## config.mk

```make
export PLATFORM = sky130hd
export DESIGN_NAME = uart_working
export DESIGN_NICKNAME = d
export VERILOG_FILES = /design/src/rtl/uart_pkg.sv /design/src/rtl/uart_rx_core.sv /design/src/rtl/uart_tx_core.sv /design/src/rtl/uart_working.sv
export SDC_FILE = /design/constraint.sdc
export NUM_CORES = 1
export LEC_CHECK = 0
export CORE_MARGIN = 3
export CORE_UTILIZATION = 62
export DETAILED_ROUTE_END_ITERATION = 8
export MAX_ROUTING_LAYER = met4
export PLACE_DENSITY_LB_ADDON = 0.08
export RECOVER_POWER = 50
export SYNTH_ARGS = -nofsm -noshare
export SYNTH_HDL_FRONTEND = slang
export SYNTH_SLANG_ARGS = --single-unit
```

## constraint.sdc

```tcl
create_clock -name clk -period 3 [get_ports clk]
set_clock_uncertainty 0.15 [all_clocks]
set_input_delay 0.45 -clock clk [delete_from_list [all_inputs] [get_ports clk]]
set_output_delay 0.45 -clock clk [all_outputs]
set_load 0.02 [all_outputs]
```

## src/rtl/uart_pkg.sv

```systemverilog
// Shared types and constants for the UART transmit and receive cores.
package uart_pkg;

  typedef enum logic [2:0] {
    IDLE,
    START,
    DATA,
    STOP,
    WAIT_IDLE
  } uart_state_e;

  localparam int unsigned DATA_BITS = 8;
  localparam int unsigned STOP_BITS = 1;

endpackage

```

## src/rtl/uart_rx_core.sv

```systemverilog
// 8N1 deserializer with a 2-flop input synchronizer and mid-bit sampling.
module uart_rx_core
  import uart_pkg::*;
#(
  parameter int unsigned CLKS_PER_BIT = 100
) (
  input  logic                 clk,
  input  logic                 rst,
  input  logic                 rx,
  output logic [DATA_BITS-1:0] rx_data,
  output logic                 rx_valid
);

  localparam int unsigned CW = $clog2(CLKS_PER_BIT);
  localparam int unsigned IW = $clog2(DATA_BITS);
  localparam logic [CW-1:0] BIT_LAST  = CW'(CLKS_PER_BIT - 1);
  localparam logic [CW-1:0] HALF_LAST = CW'(CLKS_PER_BIT / 2 - 1);
  localparam logic [IW-1:0] IDX_LAST  = IW'(DATA_BITS - 1);

  uart_state_e          state;
  logic [CW-1:0]        cnt;
  logic [IW-1:0]        idx;
  logic [DATA_BITS-1:0] shreg;
  logic                 rx_meta;
  logic                 rx_sync;

  // Bring the asynchronous line into the clock domain; idle level is 1.
  always_ff @(posedge clk) begin
    if (rst) begin
      rx_meta <= 1'b1;
      rx_sync <= 1'b1;
    end else begin
      rx_meta <= rx;
      rx_sync <= rx_meta;
    end
  end

  // Frame receiver; after the start-bit half period every sample lands mid-bit.
  always_ff @(posedge clk) begin
    if (rst) begin
      state    <= IDLE;
      cnt      <= '0;
      idx      <= '0;
      shreg    <= '0;
      rx_data  <= '0;
      rx_valid <= 1'b0;
    end else begin
      rx_valid <= 1'b0;
      case (state)
        IDLE: begin
          cnt <= '0;
          if (!rx_sync) state <= START;
        end
        START: begin
          if (cnt == HALF_LAST) begin
            cnt <= '0;
            idx <= '0;
            state <= rx_sync ? IDLE : DATA;
          end else begin
            cnt <= cnt + CW'(1);
          end
        end
        DATA: begin
          if (cnt == BIT_LAST) begin
            cnt   <= '0;
            shreg <= {rx_sync, shreg[DATA_BITS-1:1]};
            if (idx == IDX_LAST) state <= STOP;
            else                 idx   <= idx + IW'(1);
          end else begin
            cnt <= cnt + CW'(1);
          end
        end
        STOP: begin
          if (cnt == BIT_LAST) begin
            cnt <= '0;
            if (rx_sync) begin
              rx_data  <= shreg;
              rx_valid <= 1'b1;
              state    <= IDLE;
            end else begin
              state <= WAIT_IDLE;
            end
          end else begin
            cnt <= cnt + CW'(1);
          end
        end
        WAIT_IDLE: begin
          cnt <= '0;
          if (rx_sync) state <= IDLE;
        end
        default: state <= IDLE;
      endcase
    end
  end

endmodule

```

## src/rtl/uart_tx_core.sv

```systemverilog
// 8N1 serializer: start bit, eight data bits LSB first, one stop bit.
module uart_tx_core
  import uart_pkg::*;
#(
  parameter int unsigned CLKS_PER_BIT = 100
) (
  input  logic                 clk,
  input  logic                 rst,
  input  logic [DATA_BITS-1:0] tx_data,
  input  logic                 tx_start,
  output logic                 tx,
  output logic                 tx_busy
);

  localparam int unsigned CW = $clog2(CLKS_PER_BIT);
  localparam int unsigned IW = $clog2(DATA_BITS);
  localparam logic [CW-1:0] BIT_LAST = CW'(CLKS_PER_BIT - 1);
  localparam logic [IW-1:0] IDX_LAST = IW'(DATA_BITS - 1);

  uart_state_e          state;
  logic [CW-1:0]        cnt;
  logic [IW-1:0]        idx;
  logic [DATA_BITS-1:0] shreg;

  // Frame sequencer; tx is driven straight from a register so the pin never glitches.
  always_ff @(posedge clk) begin
    if (rst) begin
      state   <= IDLE;
      cnt     <= '0;
      idx     <= '0;
      shreg   <= '0;
      tx      <= 1'b1;
      tx_busy <= 1'b0;
    end else begin
      case (state)
        IDLE: begin
          tx      <= 1'b1;
          tx_busy <= 1'b0;
          if (tx_start) begin
            shreg   <= tx_data;
            cnt     <= '0;
            tx      <= 1'b0;
            tx_busy <= 1'b1;
            state   <= START;
          end
        end
        START: begin
          if (cnt == BIT_LAST) begin
            cnt   <= '0;
            idx   <= '0;
            tx    <= shreg[0];
            state <= DATA;
          end else begin
            cnt <= cnt + CW'(1);
          end
        end
        DATA: begin
          if (cnt == BIT_LAST) begin
            cnt <= '0;
            if (idx == IDX_LAST) begin
              tx    <= 1'b1;
              state <= STOP;
            end else begin
              idx   <= idx + IW'(1);
              shreg <= {1'b0, shreg[DATA_BITS-1:1]};
              tx    <= shreg[1];
            end
          end else begin
            cnt <= cnt + CW'(1);
          end
        end
        STOP: begin
          if (cnt == BIT_LAST) begin
            cnt     <= '0;
            tx_busy <= 1'b0;
            state   <= IDLE;
          end else begin
            cnt <= cnt + CW'(1);
          end
        end
        default: begin
          tx      <= 1'b1;
          tx_busy <= 1'b0;
          state   <= IDLE;
        end
      endcase
    end
  end

endmodule

```

## src/rtl/uart_working.sv

```systemverilog
// Full-duplex 8N1 UART: independent transmit and receive cores on one clock.
module uart_working #(
  parameter int unsigned CLKS_PER_BIT = 100
) (
  input  logic       clk,
  input  logic       rst,
  input  logic [7:0] tx_data,
  input  logic       tx_start,
  output logic       tx,
  output logic       tx_busy,
  input  logic       rx,
  output logic [7:0] rx_data,
  output logic       rx_valid
);

  uart_tx_core #(.CLKS_PER_BIT(CLKS_PER_BIT)) u_tx (
    .clk      (clk),
    .rst      (rst),
    .tx_data  (tx_data),
    .tx_start (tx_start),
    .tx       (tx),
    .tx_busy  (tx_busy)
  );

  uart_rx_core #(.CLKS_PER_BIT(CLKS_PER_BIT)) u_rx (
    .clk      (clk),
    .rst      (rst),
    .rx       (rx),
    .rx_data  (rx_data),
    .rx_valid (rx_valid)
  );

endmodule

```

# After elaboration in Yosys (flattened, before gate mapping)
# Index checks and enable logic that the tools add are counted.
dict set report totals {
  regBits 55
  input_bits 12
  out_inout_bits 11
}
dict set report classes {
  addsub 4
  eq_ne 25
  muxes 41
  bitwise_logic 4
  reduce_logical 22
}
# operator count
set op_table {}
lappend op_table {{two-way mux 3 bit} 17}
lappend op_table {{two-way mux 7 bit} 4}
lappend op_table {{two-way mux 8 bit} 3}
lappend op_table {{case mux 7 bit (3 select lines)} 1}
lappend op_table {{inequality test 2 x 1 -> 1 bit (second input constant)} 9}
lappend op_table {{case mux 8 bit (2 select lines)} 1}
lappend op_table {{case mux 3 bit (5 select lines)} 1}
lappend op_table {{adder 7 x 1 -> 7 bit (second input constant)} 2}
lappend op_table {{== test 7 bit (second input constant)} 2}
lappend op_table {{case mux 7 bit (2 select lines)} 1}
lappend op_table {{== test 3 x 2 -> 1 bit (second input constant)} 4}
lappend op_table {{case mux 3 bit (2 select lines)} 2}
lappend op_table {{case mux 3 bit (4 select lines)} 1}
lappend op_table {{AND reduction 4 bit} 3}
lappend op_table {{== test 3 bit (second input constant)} 3}
lappend op_table {{inequality test 2 bit (second input constant)} 4}
lappend op_table {{nonzero test 2 bit} 4}
lappend op_table {{== test 7 x 6 -> 1 bit (second input constant)} 1}
lappend op_table {{two-way mux 1 bit} 7}
lappend op_table {{adder 3 x 1 -> 3 bit (second input constant)} 2}
lappend op_table {{== test 3 x 1 -> 1 bit (second input constant)} 2}
lappend op_table {{zero test 3 bit} 2}
lappend op_table {{AND reduction 2 bit} 3}
lappend op_table {{AND reduction 3 bit} 2}
lappend op_table {{9 further kinds} 15}

# Logic depth before layout (Yosys ltp)
dict set report depth {
  depth_word 4
  ltp_mapped 7
  depth_no_buf 6
}

# Modules after synthesis
# A second synthesis with hierarchy kept.
dict set report hier_totals {
  hier_cells 305
  hier_area_um2 2725.1
}
# mod n_inst cells_each area_each_um2 seq_area_each_um2
set by_module_without_submodules {}
lappend by_module_without_submodules {uart_rx_core 1 167 1507.7 640.6}
lappend by_module_without_submodules {uart_tx_core 1 138 1217.4 440.4}

# Least setup slack after synthesis
# OpenSTA, ideal clock, no wires.
dict set report synth_path {
  kind {flip-flop to flip-flop}
  from {register u_tx.state[0]}
  to {register u_tx.cnt[2]}
  setup_time_ns 0.070
  t_arrival_ns 1.635
  slack_ns 1.145
  path_stages_with_launch 6
  cell_sequence {dfxtp_1 -> inv_1 -> ha_1 -> nor2b_1 -> or4_2 -> a21oi_1}
}
dict set report synth_between {
  elab_chain_cells 4
  elab_cells_between_ends 9
}
# element line_no
set synth_lines {}
lappend synth_lines {{start: declaration} uart_tx_core.sv:20} ;# uart_state_e state;
lappend synth_lines {{start signal: assignment} uart_tx_core.sv:28} ;# state <= IDLE;
lappend synth_lines {{start signal: assignment} uart_tx_core.sv:44} ;# state <= START;
lappend synth_lines {{start signal: assignment} uart_tx_core.sv:52} ;# state <= DATA;
lappend synth_lines {{== test 3 x 1 -> 1 bit or == test 3 x 2 -> 1 bit (tied branches)} uart_tx_core.sv:35} ;# case (state)
lappend synth_lines {{OR reduction 3 bit (no source line)} --}
lappend synth_lines {{nonzero test 2 bit (no source line)} --}
lappend synth_lines {{AND reduction 2 bit (no source line)} --}
lappend synth_lines {{end signal: assignment} uart_tx_core.sv:54} ;# cnt <= cnt + CW'(1);
lappend synth_lines {{end signal: assignment} uart_tx_core.sv:69} ;# cnt <= cnt + CW'(1);
lappend synth_lines {{end signal: assignment} uart_tx_core.sv:78} ;# cnt <= cnt + CW'(1);
lappend synth_lines {{end: declaration} uart_tx_core.sv:21} ;# logic [CW-1:0] cnt;
# Several ways; a longest one is shown, not always the timed one.
# A chain may end at the register's enable or synchronous reset.

==> results.sh <==
export IMPL_status="finished, violations left"
export IMPL_violations="capacitance limit, slew limit"
export IMPL_dpl_hpwl_mm=3.628
export IMPL_pwr_share_clk=0.227
export IMPL_drtIter0Drc=192
export IMPL_path_max_fanout=40
export IMPL_switching_share=0.3621
export IMPL_tightest_slew_ps=1714
export IMPL_tns_ps=0
export IMPL_fin_area_um2=3015
export IMPL_syn2layout_area_growth_pct=11.94
export IMPL_power_w=0.001853
export IMPL_cts_setup_buffers=0
export IMPL_die_w_um=71.92
export IMPL_p_seq_frac=0.453
export IMPL_ir_worst_vdd_uv=473.1
export IMPL_numCtsBuffers=5
export IMPL_fill_cells=330
export IMPL_synth_yosys_seq_area_share=0.4013
export IMPL_dieArea_um2=5172
export IMPL_p_int_w=0.001182
export IMPL_via_per_inst=6.205
export IMPL_cts_repair_resized=0
export IMPL_pre_cts_slack_ps=651.1
export IMPL_synth_edf_count=0
export IMPL_grt_pass1_vias=2054
export IMPL_crit_start="rst"
export IMPL_netlist_area_um2=2694
export IMPL_initial_core_util=0.6592
export IMPL_setup_ws_ps=376.2
export IMPL_htree_levels=2
export IMPL_fp_coreArea_um2=4086
export IMPL_yosysWarnings=0
export IMPL_fp_dieH_um=71.92
export IMPL_rsz0062_at_grt="no"
export IMPL_syn_inst=298
export IMPL_grt_usage=0.2284
export IMPL_clockBufferDepth=2
export IMPL_power_density_nw_per_um2=614.4
export IMPL_drv_slew=41
export IMPL_antenna_cells=0
export IMPL_finalCritPeriodShare=0.8746
export IMPL_worstHoldPathType="flop to flop"
export IMPL_port_buffers=22
export IMPL_p_comb_frac=0.320
export IMPL_synth_flop_cell="dfxtp_1"
export IMPL_dr_pass1_iters=5
export IMPL_hold_ws_ps=266.2
export IMPL_cts_sinks=54
export IMPL_path_clk_slew_ps=100
export IMPL_hp_start="u_rx.rx_meta$_SDFF_PP1_"
export IMPL_slew_headroom=-0.1427
export IMPL_vias=2271
export IMPL_switchingPower_w=0.0006710
export IMPL_cts_tree="yes"
export IMPL_worstPathArrival_ps=2680
export IMPL_crit_type="primary input to flop"
export IMPL_finalCriticalPeriod_ps=2624
export IMPL_cp_required_ps=3060
export IMPL_cp_end_kind="flop"
export IMPL_finalWirelength_mm=5.367
export IMPL_grt_pass1_wl_mm=9.446
export IMPL_drtAntennaViolNets=0
export IMPL_fmax_mhz=381.1
export IMPL_nNetsFinal=339
export IMPL_synth_distinct_cells=54
export IMPL_power_leakage_nw=1.138
export IMPL_drc_errors=0
export IMPL_cap_violations=1
export IMPL_cts_hold_buf=0
export IMPL_critPathLaunchType="primary input"
export IMPL_avgRoutedWirePerCell_um=14.66
export IMPL_synth_ff_latch_count=54
export IMPL_final_hold_violation_count=0
export IMPL_grt_overflow=0
export IMPL_synth_area_per_cell_um2=9.040
export IMPL_place_gp_congestion=0.9080
export IMPL_place_area_um2=2932
export IMPL_rows=23
export IMPL_grt_max_degree=41
export IMPL_async_reset_ff_frac=0
export IMPL_finalSetupViolCount=0
export IMPL_clk_latency_ps=310
export IMPL_synth_nets=322
export IMPL_antenna_found_initial=0
export IMPL_root_buffer="clkbuf_8"
export IMPL_r2r_start="u_tx.state[0]$_SDFFE_PP0P_"
export IMPL_ios=23
export IMPL_drive_gt1_frac=0.09177
## routing by layer
metal	global-route usage	share of wire	vias to the layer above
li1	-	-	1148
met1	0.3098	0.48	1068
met2	0.3643	0.47	51
met3	0.04155	0.045	4
met4	0.03758	0.0076	0
met5	-	0	-
## worst max-delay path, stage by stage
cell and delay, ps:
clkdlybuf4s50_1 490, clkbuf_1 1240, a21oi_1 170, a22o_1 320
## cells in the mapped netlist, drive strengths merged (2+ instances only)
cell type / instances / share of area
and3: 7 / 0.016
inv: 12 / 0.017
mux2i: 14 / 0.052
nand2: 23 / 0.032
ha: 12 / 0.056
and2: 3 / 0.0070
a31o: 9 / 0.029
buf: 6 / 0.014
a21oi: 9 / 0.017
a311oi: 10 / 0.033
a2111oi: 2 / 0.0065
a22o: 2 / 0.0065
o21ai: 12 / 0.024
xor2: 5 / 0.016
nand2b: 4 / 0.0093
a31oi: 9 / 0.021
nor2: 20 / 0.028
a22oi: 9 / 0.025
nor2b: 3 / 0.0070
or3: 2 / 0.0046
clkbuf: 10 / 0.014
dfxtp: 54 / 0.40
or2: 2 / 0.0046
nor3: 13 / 0.028
nand4: 10 / 0.023
nand3: 13 / 0.024
a41oi: 2 / 0.0065
## flip-flops by register name, summed over array words and instances (netlist names), 2 cells and up
| name | flops |
|---|---|
| u_tx.cnt | 7 |
| u_rx.rx_data | 8 |
| u_rx.idx | 3 |
| u_tx.state | 2 |
| u_tx.idx | 3 |
| u_rx.cnt | 7 |
| u_tx.shreg | 8 |
| u_rx.state | 3 |
| u_rx.shreg | 8 |
## stage by stage
stage / instances / utilization
2_1_floorplan: 298 / -
3_3_place_gp: 358 / 0.7174
3_5_place_dp: 358 / 0.7174
4_1_cts: 366 / 0.7407
5_1_grt: 366 / 0.7379
6_report: 366 / 0.7379
## kinds of logic after synthesis
| logic type | after synthesis | share of synthesized area |
|---|---|---|
| fa+ha+maj | 12 | 0.05573 |
| compound gates | 73 | 0.2002 |
| simple gates | 110 | 0.2253 |
| flops | 54 | 0.4013 |
| buf+inv | 29 | 0.04598 |
| mux | 14 | 0.05202 |
| xor+xnor | 6 | 0.01951 |
## power groups by stage
stage / sequential [W] / clock [W] / combinational [W]
floorplan: 0.000851 / 0 / 0.000438
global placement: 0.000851 / 0 / 0.000587
detailed placement: 0.000854 / 0 / 0.000595
CTS: 0.000838 / 0.000427 / 0.000595
global route: 0.000849 / 0.000456 / 0.000666
finish: 0.000839 / 0.000420 / 0.000593
## cells in the final DEF (no fill, tap or decap), types with 4 or more instances in the layout
cell type	instances
clkdlybuf4s50_1	11
a21oi_1	9
dlygate4sd3_1	11
dfxtp_1	54
and3_1	7
a22oi_1	9
inv_1	12
nand3_1	13
nor3_1	11
nand2_1	23
a311oi_1	10
nand2b_1	4
clkbuf_8	5
a31oi_1	9
nor2_1	20
nand4_1	10
mux2i_1	14
ha_1	12
a31o_2	9
xor2_1	5
o21ai_0	9
## layout make-up
class | count | area, um^2 | area share
flip-flops and latches | 54 | 1081 | 0.3585
repair buffers | 26 | 242.7 | 0.08050
clock buffers | 5 | 68.82 | 0.02282
inverters | 13 | 48.80 | 0.01618
clock inverters | 3 | 26.28 | 0.008714
well taps | 50 | 62.56 | 0.02075
multi-input cells | 215 | 1485 | 0.4925
## final timing paths
check	cells after the start	to	slack, ps
max	4	u_tx.idx[1]$_SDFFE_PP0P_	380
max reg2reg	6	u_tx.shreg[4]$_SDFFE_PP0P_	580
min reg2reg	1	u_rx.rx_sync$_SDFF_PP1_	270
min	1	u_rx.rx_sync$_SDFF_PP1_	270
Note: power is estimated with default switching activity, not from simulation.
